[src/rtl/md5.sv]
// Single-block MD5 engine: internal RFC 1321 padding, one round per clock, 128-bit digest.
// Optional MD5_LEN_ERR_EN adds a len_err flag for saturated or non-byte-aligned lengths.
`timescale 1ns/1ps
module md5 (
  input  logic         clk,
  input  logic         reset,
  input  logic         data_in_ready,
  input  logic [8:0]   data_in_length,
  input  logic [511:0] data_in,
  output logic [127:0] hash,
  output logic         hash_ready
`ifdef MD5_LEN_ERR_EN
  ,
  output logic         len_err
`endif
);

  typedef enum logic [1:0] {IDLE, ROUND, DONE} state_t;

  localparam logic [31:0] IV_A = 32'h67452301;
  localparam logic [31:0] IV_B = 32'hefcdab89;
  localparam logic [31:0] IV_C = 32'h98badcfe;
  localparam logic [31:0] IV_D = 32'h10325476;

  state_t      state, state_nxt;
  logic [5:0]  cnt;
  logic [31:0] a, b, c, d;
  logic [31:0] m [16];

  logic [5:0]  nbytes;
  logic [31:0] nb;
  logic [63:0] bitlen;
  logic [7:0]  pad [64];
  logic [31:0] pad_m [16];

  logic [31:0] f, k_cur, tmp, rot, b_nxt;
  logic [63:0] rot_dbl;
  logic [3:0]  g;
  logic [4:0]  s;

  function automatic logic [31:0] bswap(input logic [31:0] x);
    return {x[7:0], x[15:8], x[23:16], x[31:24]};
  endfunction

  function automatic logic [31:0] k_rom(input logic [5:0] i);
    logic [31:0] k;
    k = '0;
    case (i)
      6'd0:  k = 32'hd76aa478; 6'd1:  k = 32'he8c7b756; 6'd2:  k = 32'h242070db; 6'd3:  k = 32'hc1bdceee;
      6'd4:  k = 32'hf57c0faf; 6'd5:  k = 32'h4787c62a; 6'd6:  k = 32'ha8304613; 6'd7:  k = 32'hfd469501;
      6'd8:  k = 32'h698098d8; 6'd9:  k = 32'h8b44f7af; 6'd10: k = 32'hffff5bb1; 6'd11: k = 32'h895cd7be;
      6'd12: k = 32'h6b901122; 6'd13: k = 32'hfd987193; 6'd14: k = 32'ha679438e; 6'd15: k = 32'h49b40821;
      6'd16: k = 32'hf61e2562; 6'd17: k = 32'hc040b340; 6'd18: k = 32'h265e5a51; 6'd19: k = 32'he9b6c7aa;
      6'd20: k = 32'hd62f105d; 6'd21: k = 32'h02441453; 6'd22: k = 32'hd8a1e681; 6'd23: k = 32'he7d3fbc8;
      6'd24: k = 32'h21e1cde6; 6'd25: k = 32'hc33707d6; 6'd26: k = 32'hf4d50d87; 6'd27: k = 32'h455a14ed;
      6'd28: k = 32'ha9e3e905; 6'd29: k = 32'hfcefa3f8; 6'd30: k = 32'h676f02d9; 6'd31: k = 32'h8d2a4c8a;
      6'd32: k = 32'hfffa3942; 6'd33: k = 32'h8771f681; 6'd34: k = 32'h6d9d6122; 6'd35: k = 32'hfde5380c;
      6'd36: k = 32'ha4beea44; 6'd37: k = 32'h4bdecfa9; 6'd38: k = 32'hf6bb4b60; 6'd39: k = 32'hbebfbc70;
      6'd40: k = 32'h289b7ec6; 6'd41: k = 32'heaa127fa; 6'd42: k = 32'hd4ef3085; 6'd43: k = 32'h04881d05;
      6'd44: k = 32'hd9d4d039; 6'd45: k = 32'he6db99e5; 6'd46: k = 32'h1fa27cf8; 6'd47: k = 32'hc4ac5665;
      6'd48: k = 32'hf4292244; 6'd49: k = 32'h432aff97; 6'd50: k = 32'hab9423a7; 6'd51: k = 32'hfc93a039;
      6'd52: k = 32'h655b59c3; 6'd53: k = 32'h8f0ccc92; 6'd54: k = 32'hffeff47d; 6'd55: k = 32'h85845dd1;
      6'd56: k = 32'h6fa87e4f; 6'd57: k = 32'hfe2ce6e0; 6'd58: k = 32'ha3014314; 6'd59: k = 32'h4e0811a1;
      6'd60: k = 32'hf7537e82; 6'd61: k = 32'hbd3af235; 6'd62: k = 32'h2ad7d2bb; 6'd63: k = 32'heb86d391;
      default: k = '0;
    endcase
    return k;
  endfunction

  // Padded block: whole bytes only, saturated at 55 so the 0x80 marker and length always fit.
  always_comb begin
    nbytes = (data_in_length[8:3] > 6'd55) ? 6'd55 : data_in_length[8:3];
    nb     = {26'd0, nbytes};
    bitlen = {55'd0, nbytes, 3'd0};
    for (int unsigned k = 0; k < 64; k++) begin
      if (k < nb)
        pad[k] = data_in[511 - 8*k -: 8];
      else if (k == nb)
        pad[k] = 8'h80;
      else if (k >= 56)
        pad[k] = bitlen[8*(k-56) +: 8];
      else
        pad[k] = '0;
    end
    for (int unsigned i = 0; i < 16; i++)
      pad_m[i] = {pad[4*i+3], pad[4*i+2], pad[4*i+1], pad[4*i]};
  end

  always_comb begin
    f = '0;
    g = '0;
    case (cnt[5:4])
      2'd0: begin f = (b & c) | (~b & d); g = cnt[3:0];                end
      2'd1: begin f = (d & b) | (~d & c); g = cnt[3:0] * 4'd5 + 4'd1;  end
      2'd2: begin f = b ^ c ^ d;          g = cnt[3:0] * 4'd3 + 4'd5;  end
      default: begin f = c ^ (b | ~d);    g = cnt[3:0] * 4'd7;         end
    endcase
    case ({cnt[5:4], cnt[1:0]})
      4'h0: s = 5'd7;  4'h1: s = 5'd12; 4'h2: s = 5'd17; 4'h3: s = 5'd22;
      4'h4: s = 5'd5;  4'h5: s = 5'd9;  4'h6: s = 5'd14; 4'h7: s = 5'd20;
      4'h8: s = 5'd4;  4'h9: s = 5'd11; 4'ha: s = 5'd16; 4'hb: s = 5'd23;
      4'hc: s = 5'd6;  4'hd: s = 5'd10; 4'he: s = 5'd15; default: s = 5'd21;
    endcase
    k_cur   = k_rom(cnt);
    tmp     = a + f + k_cur + m[g];
    rot_dbl = {tmp, tmp} << s;
    rot     = rot_dbl[63:32];
    b_nxt   = b + rot;
  end

  always_ff @(posedge clk) begin
    if (reset) state <= IDLE;
    else       state <= state_nxt;
  end

  always_comb begin
    state_nxt = state;
    case (state)
      IDLE:    if (data_in_ready)                state_nxt = ROUND;
      ROUND:   if (cnt == 6'd63)                 state_nxt = DONE;
      DONE:    if (hash_ready && !data_in_ready) state_nxt = IDLE;
      default:                                   state_nxt = IDLE;
    endcase
  end

  // The final IV add lands with step 63; the digest register loads on the first DONE edge.
  always_ff @(posedge clk) begin
    if (reset) begin
      cnt        <= '0;
      hash       <= '0;
      hash_ready <= 1'b0;
      a          <= '0;
      b          <= '0;
      c          <= '0;
      d          <= '0;
      for (int unsigned i = 0; i < 16; i++) m[i] <= '0;
`ifdef MD5_LEN_ERR_EN
      len_err    <= 1'b0;
`endif
    end else begin
      case (state)
        IDLE: begin
          if (data_in_ready) begin
            for (int unsigned i = 0; i < 16; i++) m[i] <= pad_m[i];
            a   <= IV_A;
            b   <= IV_B;
            c   <= IV_C;
            d   <= IV_D;
            cnt <= '0;
`ifdef MD5_LEN_ERR_EN
            len_err <= (data_in_length > 9'd440) || (data_in_length[2:0] != 3'd0);
`endif
          end
        end
        ROUND: begin
          cnt <= cnt + 6'd1;
          if (cnt == 6'd63) begin
            a <= d + IV_A;
            b <= b_nxt + IV_B;
            c <= b + IV_C;
            d <= c + IV_D;
          end else begin
            a <= d;
            b <= b_nxt;
            c <= b;
            d <= c;
          end
        end
        DONE: begin
          if (!hash_ready) begin
            hash       <= {bswap(a), bswap(b), bswap(c), bswap(d)};
            hash_ready <= 1'b1;
          end else if (!data_in_ready) begin
            hash_ready <= 1'b0;
          end
        end
        default: ;
      endcase
    end
  end

endmodule

[config.mk]
export PLATFORM = sky130hd
export DESIGN_NAME = md5
export DESIGN_NICKNAME = d
export VERILOG_FILES = /design/src/rtl/md5.sv
export SDC_FILE = /design/constraint.sdc
export NUM_CORES = 2
export LEC_CHECK = 0
export ABC_CLOCK_PERIOD_IN_PS = 15200
export CAP_MARGIN = 40
export CORE_ASPECT_RATIO = 1.4
export CORE_MARGIN = 5
export CORE_UTILIZATION = 30
export DETAILED_ROUTE_END_ITERATION = 10
export SETUP_SLACK_MARGIN = 0.02
export SLEW_MARGIN = 10
export SYNTH_ARGS = -nofsm -noshare
export SYNTH_HDL_FRONTEND = slang
export SYNTH_SLANG_ARGS = --single-unit
[constraint.sdc]
create_clock -name clk -period 15.2 [get_ports clk]
set_input_delay 2.28 -clock clk [delete_from_list [all_inputs] [get_ports clk]]
set_output_delay 2.28 -clock clk [all_outputs]
set_load 0.03 [all_outputs]
### Word level (Yosys, flattened, before mapping)

Memories as Yosys holds them, arrays and structs flattened. A register that Yosys moved wholly into a read port is not among the register bits.
Index checks and enable logic that the tools add are counted.

* reductions and logical operators: 9
* shift-type cells: 1
* mux-type cells: 175
* $mul: 3
* equality and inequality tests: 71
* order comparisons: 64
* bitwise logic cells: 29
* add/subtract/negate cells: 11

Operators by type and width (number)
* $mux W8: 127
* $mux W32: 24
* $pmux W32 S2: 4
* $eq A6 B6 Y1 const A: 32
* $lt A6 B6 Y1 const A: 31
* $add A32 B32 Y32: 4
* $and A32 B32 Y32: 4
* $eq A5 B6 Y1 const A: 16
* $lt A5 B6 Y1 const A: 16
* $or A32 B32 Y32: 3
* $pmux W32 S3: 1
* $xor A32 B32 Y32: 3
* $add A32 B32 Y32 const B: 2
* $not A32 Y32: 2
* $shl A64 B5 Y64: 1
* $eq A4 B6 Y1 const A: 8
* $lt A4 B6 Y1 const A: 8
* $add A32 B29 Y32 const B: 1
* $add A32 B31 Y32 const B: 1
* $eq A3 B6 Y1 const A: 4
* $lt A3 B6 Y1 const A: 4
* $mux W6: 4
* $or A1 B1 Y1: 16
* $eq A2 B6 Y1 const A: 2
* 27 further kinds: 45

* memories: 3
* RAM bits: 512
* memory bits (read-only): 2128
* register bits after elaboration: 265
* bits of input ports: 524

Memory list
* (name not given): words 64, width 32, rd ports 1, clocked after Yosys merged registers in 1, wr ports 0, line 48 `case (i)`
* m: words 16, width 32, rd ports 1, clocked after Yosys merged registers in 0, wr ports 16, line 28 `logic [31:0] m [16];`
* (name not given): words 16, width 5, rd ports 1, clocked after Yosys merged registers in 1, wr ports 0, line 98 `case ({cnt[5:4], cnt[1:0]})`

### Logic depth before layout (Yosys ltp)

* depth in word-level cells: 12
* mapped depth: 43

### Least setup slack after synthesis

OpenSTA, ideal clock, no wires.

* path kind: input to register
* start point: in reset
* end point: mem m[0][0], enable pin
* cell stages on the path: 4
* slack: -0.862 ns
* required time: 14.238 ns
* data arrival time: 15.100 ns
* setup time: 0.962 ns
* buffers on the path: 3
* cells stage by stage: clkbuf_1 clkbuf_1 buf_1 nand2b_1

RTL lines
* from (decl): line 6 `input logic reset,`
* to (decl): line 28

### Final worst setup path

* start point: reg cnt[0]
* end point: reg b[25]

* word-level cells in the longest chain between the ends: 10

Ends and longest elaborated chain
* from (decl): line 26 `logic [5:0] cnt;`
* from (signal assigned): line 156 `cnt <= cnt + 6'd1;`
* $mul A4 B2 Y4 or $mul A4 B3 Y4 (tied branches): line 95, 94
* $add A4 B3 Y4 or $add A4 B1 Y4 (tied branches): line 95, 94
* $pmux W4 S3: line 92 `case (cnt[5:4])`
* $mem_v2 Z16 W32
* $add A32 B32 Y32: line 105 `tmp = a + f + k_cur + m[g];`
* $shl A64 B5 Y64: line 106 `rot_dbl = {tmp, tmp} << s;`
* $add A32 B32 Y32: line 108 `b_nxt = b + rot;`
* $add A32 B32 Y32: line 159 `b <= b_nxt + IV_B;`
* $mux W32 (*): line 157 `if (cnt == 6'd63) begin`
* $pmux W32 S2 (*): line 141 `case (state)`
* to (signal assigned): line 159
* to (signal assigned): line 164 `b <= b_nxt;`
* to (decl): line 27 `logic [31:0] a, b, c, d;`

Mark *: on every way between the ends. The rest lies on a longest branch, timed or not.
A chain may end at the register's enable or synchronous reset.

==> run metrics <==
status=finished, final reports clean; CTS Hold Bufs=0; Main synth FF type=edfxtp_1; area leader, netlist=edfxtp_1; syn_area_per_cell=roughly 9.6 um2; Mapped Area=between 40,000 and 50,000 um2; commonest non-fill, non-tap cell in the layout=nand2_1; register bit total from synthesis=just over 800; fin worst setup slack=roughly 3.2 ns; slowest CP cell=mux2_2; reg2reg setup slack=3.16 ns; sequential-to-total area share from yosys stat=around 44%; period utilization=about 79%; vias per cell=roughly 5.4; Final Slew Violations=0; Hold Crit Depth=2; Root Driver=clkbuf_16; CP peak stage delay=0.65 ns; clk buf depth=3; HP Class=flop to flop; Worst-Skew Late Latency=0.71 ns; TNS Setup=0 ns; number of global-route vias before repair=roughly 41,000; max-cap check violation count=0; headroom to the max-slew limit=about 30%; Min-Delay Endpoint=hash[120]; Crit Path Category=flop to flop; multiplexer share of the synthesized area=a little under a tenth; Crit. End Element=flop; Worst-Margin Slew=around 1.0 ns; Post-Synth Adder-Cell Area=5.00%; H-tree depth=3; Core Util, Final=approximately 37%; Post-route DRC=0; worst vdd rail ir drop=around 0.11 mV; TritonCTS Buffers=83; Sink Count=slightly above 800; die width=350 um; Post-synth ARST share=0%; DR pass1 iterations=6; crit path max fanout=16; Routed WL per cell=24.9 um; Final min period=12.04 ns; Synth top area share=a little under a third; Yosys cell types=a little over 90; Final Setup Violations=0; post-synthesis xor/xnor area fraction=3.98%; Hold Vio Cnt, Final=0; pre-CTS WS=about 3.2 ns; power density over the cells=144 nW/um2; Mapped Cells=5,058; first-pass GRT wire length=between 200,000 and 300,000 um; crit path DAT=about 13 ns; Vias=between 40,000 and 50,000; share of cells above drive strength 1=under 10%; gr ovfl total=0; Leakage=around 22 nW; reg2reg end=b[25]; EDFF count, synth=between 500 and 600; Post-CTS Resized=0; final WL=between 150,000 and 200,000 um; Die Ht=~500 um; Worst Hold Launch=a[0]; # rows=174; area used by multi-input combinational logic=between 20,000 and 30,000 um2; CTS tree=done; Core Region=between 150,000 and 200,000 um2; global placement routability congestion=a little over 0.9; post-synthesis compound-gate area fraction=~16%; antenna-violating nets left=0; main combinational cell family by area after synthesis=simple AND/OR/NAND/NOR gates; Synth area leaders=edfxtp_1, dfxtp_1, mux4_2, a21oi_1, nand2_1; Starting Density=30.2%; Nets=between 6,000 and 7,000; hold slack=0.447 ns; Fillers=approximately 16,000; DPL Wire Length=147,000 um; CP Launch Type=flop; pin count of the biggest net entering global routing=194; FF+latch area=about 21,000 um2; worst r2r src=cnt[0]; I/O pin count=between 600 and 700; Final Skew=roughly 0.054 ns; DR iter-0 viols=3,840; R2R depth=40; CTS clk-pin slew, worst paths=about 0.070 ns; Synth warnings=0; Setup Buffers After CTS=0; RSZ-0062 raised after global routing=false; initial antenna violation count=21; Synth Area in Simple Gates=roughly 17%; global-route usage over all layers=a little over a fifth; P&R area growth vs syn=23.2%; Achievable Freq=0.0831 GHz; highest-count cells in the layout ignoring fill and taps=nand2_1, clkdlybuf4s50_1, edfxtp_1; I/O Buffers=between 500 and 600; required time of the critical path=~16 ns; Die Area=approximately 170,000 um2
## logic make-up after synthesis
family	count (synthesis)
flip-flops	807
XOR/XNOR	218
adder cells (fa/ha/maj)	155
AO/OA/AOI/OAI	1240
other	1
AND/OR/NAND/NOR	1757
multiplexers	256
buffers and inverters	624
## worst max-delay path: cells and delay by family, from the launching register on
family                     cells  cell delay, ns
buffers and inverters          5            0.94
and+or+nand+nor                4            1.03
DFF                            1            0.60
AOI/OAI and AO/OA             15            4.62
adders and majority gates      7            2.33
xor gates and xnor gates       3            0.46
muxes                          6            1.91
## synth_stat cells (all sizes together) (25+ instances only)
cell	number
inv	216
nand3	70
a211oi	88
a21o	30
o22ai	28
dfxtp	302
clkbuf	333
fa	65
nand2b	25
o21a	31
a21oi	452
mux4	157
o211ai	45
mux2i	76
edfxtp	505
ha	90
nor3	88
a31oi	58
o21ai	243
nor2b	30
nor2	440
xor2	59
buf	71
and3	85
nand2	599
a22oi	67
and2	337
xnor2	158
## registers in the layout, summed over array words and instances (netlist names)
name	flops
a	32
b	32
c	32
cnt	6
d	32
hash	128
hash_ready	1
k_cur	32
m	505
s	5
state	2
## final cells by class
cell class | instances | share of cell area [%]
diodes | 12 | 0.0503
clock buffers | 109 | 3.76
clock inverters | 44 | 0.813
inverters | 220 | 1.38
multi-input cells | 3684 | 42.2
flip-flops and latches | 807 | 35.5
well taps | 2112 | 4.42
repair buffers | 714 | 11.8
## worst max path at each step
stage          startpoint     to  slack (ns)  cells past startpoint
3_5_place_dp       cnt[0]  b[25]        3.22                     40
5_1_grt            cnt[0]  b[24]        2.36                     41
6_report           cnt[0]  b[25]        3.16                     40
4_1_cts            cnt[0]  b[25]        3.21                     40
3_3_place_gp       cnt[0]  b[25]        2.93                     38
2_1_floorplan      cnt[0]  b[25]        5.02                     40
## where the power goes
group / internal (mW) / switching [mW] / leakage (nW) / total [mW]
logic: 1.51 / 2.31 / 13.1 / 3.82
registers: 2.50 / 0.175 / 7.87 / 2.67
clock network: 1.15 / 0.938 / 1.33 / 2.08
total: 5.15 / 3.42 / 22.3 / 8.57
## through the flow
| step | cell area (um2) | std cells | total power [mW] |
|---|---|---|---|
| after floorplan | 48700 | 5115 | 5.35 |
| after global placement | 56400 | 7495 | 6.44 |
| after detailed placement | 57000 | 7536 | 6.50 |
| after CTS | 59700 | 7689 | 8.60 |
| after global routing | 59700 | 7695 | 9.07 |
| final | 59700 | 7702 | 8.57 |
## per-layer routing
layer,wire length [um],up-vias,GRT usage [%]
li1,-,19000,-
met1,72600,20100,26.1
met2,95200,1999,38.7
met3,13100,423,3.31
met4,10700,14,10.2
met5,99,-,0
Power figures use the tool's default switching activity.
